`src/rtl/sb_bus_pkg.sv`:
```
// sb_bus_pkg: shared constants and state encoding for the sideband debug target.
// No ports; imported by sb_regfile and sb_debug_target.
package sb_bus_pkg;
    localparam int NUM_REGS = 16;
    localparam int IDX_W    = 4;
    localparam int WIN_W    = 6;
    localparam int BURST_W  = 8;

    typedef enum logic [2:0] {
        ST_IDLE,
        ST_WRITE,
        ST_READ_WAIT,
        ST_READ,
        ST_ERROR,
        ST_END
    } state_t;
endpackage

```
`src/rtl/sb_regfile.sv`:
```
// sb_regfile: 16x32 register storage with per-byte write and one combinational read port.
// Ports: clk, rst_n (async active-low clear), we/widx/wdata/be (byte-strobed write),
//        ridx/rdata (combinational read), reg0 (live tap of register 0).
module sb_regfile
    import sb_bus_pkg::*;
(
    input  logic             clk,
    input  logic             rst_n,
    input  logic             we,
    input  logic [IDX_W-1:0] widx,
    input  logic [31:0]      wdata,
    input  logic [3:0]       be,
    input  logic [IDX_W-1:0] ridx,
    output logic [31:0]      rdata,
    output logic [31:0]      reg0
);
    logic [31:0] mem [NUM_REGS];

    always_ff @(posedge clk or negedge rst_n)
        if (!rst_n)
            for (int i = 0; i < NUM_REGS; i++) mem[i] <= '0;
        else if (we)
            for (int b = 0; b < 4; b++)
                if (be[b]) mem[widx][8*b +: 8] <= wdata[8*b +: 8];

    assign rdata = mem[ridx];
    assign reg0  = mem[0];
endmodule

```
`src/rtl/sb_debug_target.sv`:
```
// sb_debug_target: sideband bus target exposing a 64-byte window of 16 registers.
// Ports: sb_clock_i, sb_reset_n_i (async active-low); initiator side sb_begin_transaction_i,
//        sb_address_data_i, sb_byte_enables_i, sb_burst_size_i, sb_read_n_write_i,
//        sb_data_valid_i, sb_end_transaction_i, sb_busy_i; target side sb_address_data_o,
//        sb_data_valid_o, sb_end_transaction_o, sb_error_o; reg0_o live copy of register 0.
module sb_debug_target
    import sb_bus_pkg::*;
#(
    parameter logic [31:0] BASE_ADDRESS = 32'h5000_0000
) (
    input  logic               sb_clock_i,
    input  logic               sb_reset_n_i,
    input  logic               sb_begin_transaction_i,
    input  logic [31:0]        sb_address_data_i,
    input  logic [3:0]         sb_byte_enables_i,
    input  logic [BURST_W-1:0] sb_burst_size_i,
    input  logic               sb_read_n_write_i,
    input  logic               sb_data_valid_i,
    input  logic               sb_end_transaction_i,
    input  logic               sb_busy_i,
    output logic [31:0]        sb_address_data_o,
    output logic               sb_data_valid_o,
    output logic               sb_end_transaction_o,
    output logic               sb_error_o,
    output logic [31:0]        reg0_o
);
    state_t state, next;
    logic [IDX_W-1:0] idx;
    logic [BURST_W-1:0] burst;
    logic [BURST_W:0] cnt;
    logic [31:0] rdata;

    wire hit = sb_begin_transaction_i && sb_address_data_i[31:WIN_W] == BASE_ADDRESS[31:WIN_W];
    // Widened to 9 bits so a large burst cannot wrap back into range.
    wire [BURST_W:0] last_idx = {5'd0, sb_address_data_i[WIN_W-1:2]} + {1'b0, sb_burst_size_i};
    wire overflow = last_idx > 9'd15;
    // Beats past burst_size+1 are dropped; the range check keeps idx inside the window.
    wire write_en = state == ST_WRITE && sb_data_valid_i && cnt <= {1'b0, burst};
    wire beat = state == ST_READ && !sb_busy_i;
    wire last_beat = beat && cnt == {1'b0, burst};

    sb_regfile u_regfile (
        .clk   (sb_clock_i),
        .rst_n (sb_reset_n_i),
        .we    (write_en),
        .widx  (idx),
        .wdata (sb_address_data_i),
        .be    (sb_byte_enables_i),
        .ridx  (idx),
        .rdata (rdata),
        .reg0  (reg0_o)
    );

    always_ff @(posedge sb_clock_i or negedge sb_reset_n_i)
        if (!sb_reset_n_i) state <= ST_IDLE;
        else state <= next;

    always_comb begin
        next = state;
        case (state)
            ST_IDLE:      if (hit) next = overflow ? ST_ERROR : sb_read_n_write_i ? ST_READ_WAIT : ST_WRITE;
            ST_WRITE:     if (sb_end_transaction_i) next = ST_IDLE;
            ST_READ_WAIT: next = ST_READ;
            ST_READ:      if (last_beat) next = ST_END;
            ST_ERROR:     next = ST_END;
            ST_END:       next = ST_IDLE;
            default:      next = ST_IDLE;
        endcase
    end

    // Transaction parameters are reloaded every idle cycle; only the begin cycle's values matter.
    always_ff @(posedge sb_clock_i or negedge sb_reset_n_i)
        if (!sb_reset_n_i) begin
            idx   <= '0;
            burst <= '0;
            cnt   <= '0;
        end else if (state == ST_IDLE) begin
            idx   <= sb_address_data_i[WIN_W-1:2];
            burst <= sb_burst_size_i;
            cnt   <= '0;
        end else if (write_en || beat) begin
            idx <= idx + 4'd1;
            cnt <= cnt + 9'd1;
        end

    always_comb begin
        sb_data_valid_o      = beat;
        sb_address_data_o    = beat ? rdata : '0;
        sb_end_transaction_o = state == ST_END;
        sb_error_o           = state == ST_ERROR;
    end
endmodule

```
`config.mk`:
```
export PLATFORM = sky130hd
export DESIGN_NAME = sb_debug_target
export DESIGN_NICKNAME = d
export VERILOG_FILES = /design/src/rtl/sb_bus_pkg.sv /design/src/rtl/sb_regfile.sv /design/src/rtl/sb_debug_target.sv
export SDC_FILE = /design/constraint.sdc
export NUM_CORES = 1
export LEC_CHECK = 0
export BUFFER_PORTS_ARGS = -buffer_cell sky130_fd_sc_hd__buf_4
export CAP_MARGIN = 30
export CORE_MARGIN = 1.5
export CORE_UTILIZATION = 60
export CTS_CLUSTER_DIAMETER = 30
export DETAILED_ROUTE_END_ITERATION = 10
export PLACE_DENSITY = 0.77
export SYNTH_ARGS = -nofsm -noshare
export SYNTH_HDL_FRONTEND = slang
export SYNTH_SLANG_ARGS = --single-unit
```
`constraint.sdc`:
```
create_clock -name sb_clock_i -period 2.9 [get_ports sb_clock_i]
set_clock_uncertainty 0.1 [all_clocks]
set_input_delay 0.29 -clock sb_clock_i [delete_from_list [all_inputs] [get_ports sb_clock_i]]
set_output_delay 0.29 -clock sb_clock_i [all_outputs]
set_load 0.05 [all_outputs]
```
Word level (Yosys, flattened, before mapping)
Index checks and enable logic that the tools add are counted.
{"block": "classes", "n_addsub": 3, "order_cmp": 4, "eq_ne": 10, "muxes": 33, "bitwise_logic": 1, "reduce_logical": 11}
{"cell": "$mux W512", "count": 7}
{"cell": "$bwmux W512", "count": 4}
{"cell": "$demux W32 S4", "count": 4}
{"cell": "$bmux W32 S4", "count": 1}
{"cell": "$mux W32", "count": 4}
{"cell": "$eq A26 B25 Y1 const B", "count": 1}
{"cell": "$mux W24", "count": 1}
{"cell": "$mux W9", "count": 2}
{"cell": "$mux W16", "count": 1}
{"cell": "$pmux W3 S5", "count": 1}
{"cell": "$mux W3", "count": 4}
{"cell": "$add A4 B8 Y9", "count": 1}
{"cell": "$add A9 B1 Y9 const B", "count": 1}
{"cell": "$eq A9 B8 Y1", "count": 1}
{"cell": "$gt A9 B4 Y1 const B", "count": 1}
{"cell": "$le A9 B8 Y1", "count": 1}
{"cell": "$mux W4", "count": 2}
{"cell": "$mux W8", "count": 1}
{"cell": "$eq A3 B2 Y1 const B", "count": 2}
{"cell": "$eq A3 B3 Y1 const B", "count": 2}
{"cell": "$logic_and A1 B1 Y1", "count": 6}
{"cell": "$ne A2 B2 Y1 const B", "count": 3}
{"cell": "$ge A5 B5 Y1 const B", "count": 1}
{"cell": "$lt A5 B1 Y1 const B", "count": 1}
{"cell": "other kinds (9)", "count": 9}
{"block": "totals", "ff_bits": 536, "inputBits": 51, "output_inout_bits": 67}

Logic depth before layout (Yosys ltp)
{"block": "depth", "depth_word": 16, "depth_mapped": 10}

Cells and area by module
Synthesis repeated with hierarchy kept, for this count alone.
{"block": "hier_totals", "hier_cells": 1682, "area_unflattened_um2": 25602.1}
{"module": "sb_regfile", "instances": 1, "cells_per_inst": 1467, "area_per_inst_um2": 23800.3}
{"module": "sb_debug_target", "instances": 1, "cells_per_inst": 215, "area_per_inst_um2": 1801.7}

Worst setup path before layout
OpenSTA, ideal clock, no wires.
{"block": "synth_timing", "path_type": "register to output", "from": "register idx[0]", "to": "output port sb_address_data_o[0]", "arrival_time_ns": 2.355, "setup_slack_ns": 0.155, "stages_incl_launch_ff": 6, "path_buffers": 2, "cell_sequence": "dfrtp_1 -> clkbuf_1 -> buf_1 -> mux4_2 -> mux4_2 -> and2_1"}
{"block": "synth_between", "elab_chain_len": 5}
{"element": "start: declaration", "line": "sb_debug_target.sv:28", "rtl": "logic [IDX_W-1:0] idx;"}
{"element": "start signal: assignment", "line": "sb_debug_target.sv:78", "rtl": "idx <= sb_address_data_i[WIN_W-1:2];"}
{"element": "start signal: assignment", "line": "sb_debug_target.sv:82", "rtl": "idx <= idx + 4'd1;"}
{"element": "$not A4 Y5 (implied by the code)", "line": "sb_regfile.sv:26", "rtl": "assign rdata = mem[ridx];"}
{"element": "$bmux W32 S4", "line": "sb_regfile.sv:26"}
{"element": "$mux W32 (implied by the code) (2 in a row)", "line": "sb_regfile.sv:26"}
{"element": "$mux W32", "line": "sb_debug_target.sv:88", "rtl": "sb_address_data_o = beat ? rdata : '0;"}
{"element": "end: declaration", "line": "sb_debug_target.sv:21", "rtl": "output logic [31:0] sb_address_data_o,"}
Every way passes these cells. The select of a mux whose other input is x is not followed.

Final worst setup path
{"block": "layout_timing", "from": "register idx[0]", "to": "output port sb_address_data_o[16]"}
The elaborated chain is that of the path after synthesis.

==> impl_metrics.py <==
metrics = {
    "global_route": {
        "antenna_found_initial": 0,
        "grt_max_degree": 102,
        "track_usage_pct": 30.94,
        "grt_pass1_wl_mm": 103.6,
        "grt-ovfl-total": 0,
        "grt_pass1_vias": 17340,
    },
    "cts": {
        "cts_root_buffer": "clkbuf_16",
        "path_clk_slew_ns": 0.05,
        "clkLatencyLatePin_ns": 0.65,
        "clkSinkCount": 536,
        "cts_buffers": 114,
        "clk_path_buf_depth": 3,
        "h-tree-depth": 3,
        "cts_tree": "yes",
    },
    "sta": {
        "finalSetupViolations": 32,
        "rsz0062_at_grt": "true",
        "hold_viol": 0,
        "holdWs_ns": 0.04523,
        "period_needed_ns": 3.301,
        "finalWorstSetupSlack_ns": -0.4009,
        "slew_headroom_pct": 57.49,
        "finalMaxSlewViolations": 0,
        "fmax_mhz": 302.9,
        "min_period_over_period_pct": 113.8,
        "finalSetupTns_ns": -10.25,
        "tightest_slew_ns": 0.6376,
    },
    "logic_synthesis": {
        "synthCells": 1596,
        "synth_seq_cells": 536,
        "synth_edf_count": 0,
        "synth_nets": 1665,
        "syn_area_per_cell_um2": 16.33,
        "synth-seq-area-share_pct": 51.47,
        "synth_ff_type": "dfrtp_1",
        "synth_cell_types": 53,
        "synth-async-reset-ratio_pct": 100.0,
        "synthesis.area_um2": 26060,
        "yosysWarnings": 0,
    },
    "worst_setup_path": {
        "critical_path.cell_chain": "buf_12, buf_12, buf_16, mux4_2, mux4_2, and2_4, buf_6",
        "cp_num_buf_inv": 4,
        "worst_setup_path_end_kind": "output pin",
        "required_ns": 2.51,
        "cp-start-kind": "register",
        "cp.depth": 7,
        "critPathArrivalTime_ns": 2.91,
        "cpPeakStageDelay_ns": 0.54,
        "path_max_fanout": 6,
        "crit_family": "multiplexers",
        "cp_slowest_cell": "mux4_2",
        "r2r_cells": 10,
        "crit_type": "reg2out",
    },
    "power_and_ir_drop": {
        "seq_power_share_pct": 31.7,
        "p_sw_share_pct": 29.42,
        "pwr-share-comb_pct": 30.3,
        "power.leakage_nw": 16.47,
        "clkPwrFrac_pct": 38.0,
        "p_per_area_nw_per_um2": 1101,
        "p_int_mw": 26.22,
        "p_sw_mw": 10.93,
        "max-vdd-ir-drop_mv": 0.7160,
    },
    "routing": {
        "drtIter0Drc": 1058,
        "routed_via_density": 6.144,
        "route.detailed.drc": 0,
        "wl_mm": 66.68,
        "vias": 15690,
        "wire_per_inst_um": 26.12,
        "drtPass1Iterations": 5,
        "ant_nets": 0,
    },
    "cells_and_area": {
        "design_area_um2": 33750,
        "drive_above_1_share_pct": 61.74,
        "stdcell_count": 2553,
        "syn_to_final_growth_pct": 29.53,
        "fin_nets": 1938,
        "antenna_cells": 0,
        "fin_util_pct": 78.53,
    },
    "floorplan": {
        "die_w_um": 211.4,
        "die_h_um": 211.4,
        "core_um2": 42980,
        "die_area_um2": 44690,
        "initial_utilization_pct": 60.63,
        "rows": 76,
        "ios": 118,
    },
    "placed_design": {
        "place.gp.congestion": 0.8068,
        "place_area_um2": 28170,
        "io_buffers": 117,
        "dpl.cell_count": 2263,
        "hpwl_mm": 37.42,
    },
    "run": {
        "drv_cap": 0,
    },
    "outcome": {
        "outcome": "finished, violations left",
        "violations": "setup timing",
    },
    "hold_path": {
        "hold_depth": 3,
        "hp-class": "in2reg",
    },
}
-- worst min-delay path: stages --
cell and delay [ns]:
buf_4 0.11, buf_4 0.19, mux2_4 0.16
-- final timing paths --
check                                              startpoint                              to  slack [ns]
worst max-delay path                       idx[0]$_DFFE_PN0P_           sb_address_data_o[16]       -0.40
worst min-delay path                    sb_address_data_i[30]  u_regfile.mem[414]$_DFFE_PN0P_        0.05
worst max register to register           burst[5]$_DFFE_PN0P_  u_regfile.mem[224]$_DFFE_PN0P_        0.06
worst min register to register  u_regfile.mem[78]$_DFFE_PN0P_   u_regfile.mem[78]$_DFFE_PN0P_        0.39
max in group asynchronous                        sb_reset_n_i  u_regfile.mem[350]$_DFFE_PN0P_        1.61
min in group asynchronous                        sb_reset_n_i   u_regfile.reg0[4]$_DFFE_PN0P_        0.09
-- sequential cells by signal, summed over array words and instances, names as in the netlist --
| signal | cells |
|---|---|
| u_regfile.mem | 480 |
| state | 3 |
| u_regfile.reg0 | 32 |
| cnt | 9 |
| idx | 4 |
| burst | 8 |
-- metrics by stage --
stage | power, mW | setup slack (ns)
floorplan | 19.07 | 0.1553
global placement | 21.32 | 0.04013
detailed placement | 21.72 | -0.0007883
CTS | 36.95 | -0.4244
global route | 38.56 | -0.4543
finish | 37.15 | -0.4009
-- cells by family (layout without fill, tap and decap cells) --
family / after synthesis / after routing / synth area share (%)
muxes: 673 / 673 / 37.26
buffers and inverters: 137 / 509 / 2.794
DFF: 536 / 536 / 51.47
and+or+nand+nor: 183 / 183 / 6.357
xor gates and xnor gates: 1 / 1 / 0.03362
adders and majority gates: 18 / 18 / 0.8931
AOI/OAI and AO/OA: 48 / 48 / 1.191
-- layout make-up --
class	instances	area, um^2
fill	2292	9226
timing repair buffer	275	3218
multi-input combinational	923	12050
tap	585	732.0
inverter	19	71.32
sequential	536	13420
clock buffer	149	3257
clock inverter	66	1001
-- cell usage after synthesis, drive strengths merged (6+ instances only) --
library cell	instances	area share (%)
dfrtp	536	51
mux2	512	23
mux4	160	14
buf	93	2.1
nor2	68	3.7
and2	35	0.84
nand2	35	0.54
clkbuf	25	0.37
inv	19	0.27
ha	17	0.82
o21ai	16	0.31
a21oi	13	0.26
nand3	12	0.42
o31ai	6	0.17
-- per-layer routing --
layer  global-route usage [%]  wire, um  up-vias
met3                    7.017      3618      143
met4                    12.44      2259        0
li1                         -         -     6529
met1                    41.01     27280     8500
met2                    49.93     33530      513
met5                        0         0        -
-- cell usage in the layout, fill, tap and decap left out, types with 32 or more instances in the layout --
cell type	instances
mux4_2	160
clkbuf_16	120
nor2_8	40
buf_12	44
buf_6	32
and2_4	32
mux2_4	88
buf_4	132
mux2_2	415
dlygate4sd3_1	42
dfrtp_1	532
-- power by group through the flow --
stage / sequential (mW) / combinational, mW / clock, mW
2_1_floorplan: 11.0 / 8.06 / 0
3_3_place_gp: 11.5 / 9.80 / 0
3_5_place_dp: 11.7 / 10.0 / 0
4_1_cts: 11.7 / 11.0 / 14.2
5_1_grt: 12.0 / 11.9 / 14.7
6_report: 11.8 / 11.3 / 14.1
-- timing repair --
| action | 4_1_cts | 5_1_grt |
|---|---|---|
| resized for setup | 83 | 19 |
| setup buffers | 12 | 9 |
| endpoints found under the setup margin | 49 | 436 |
| hold endpoints to repair | 733 | 0 |
| pin swaps | 1 | 4 |
| hold buffers | 42 | 0 |
| gates cloned | 9 | 5 |
No activity file was read; power rests on OpenSTA's default activity.
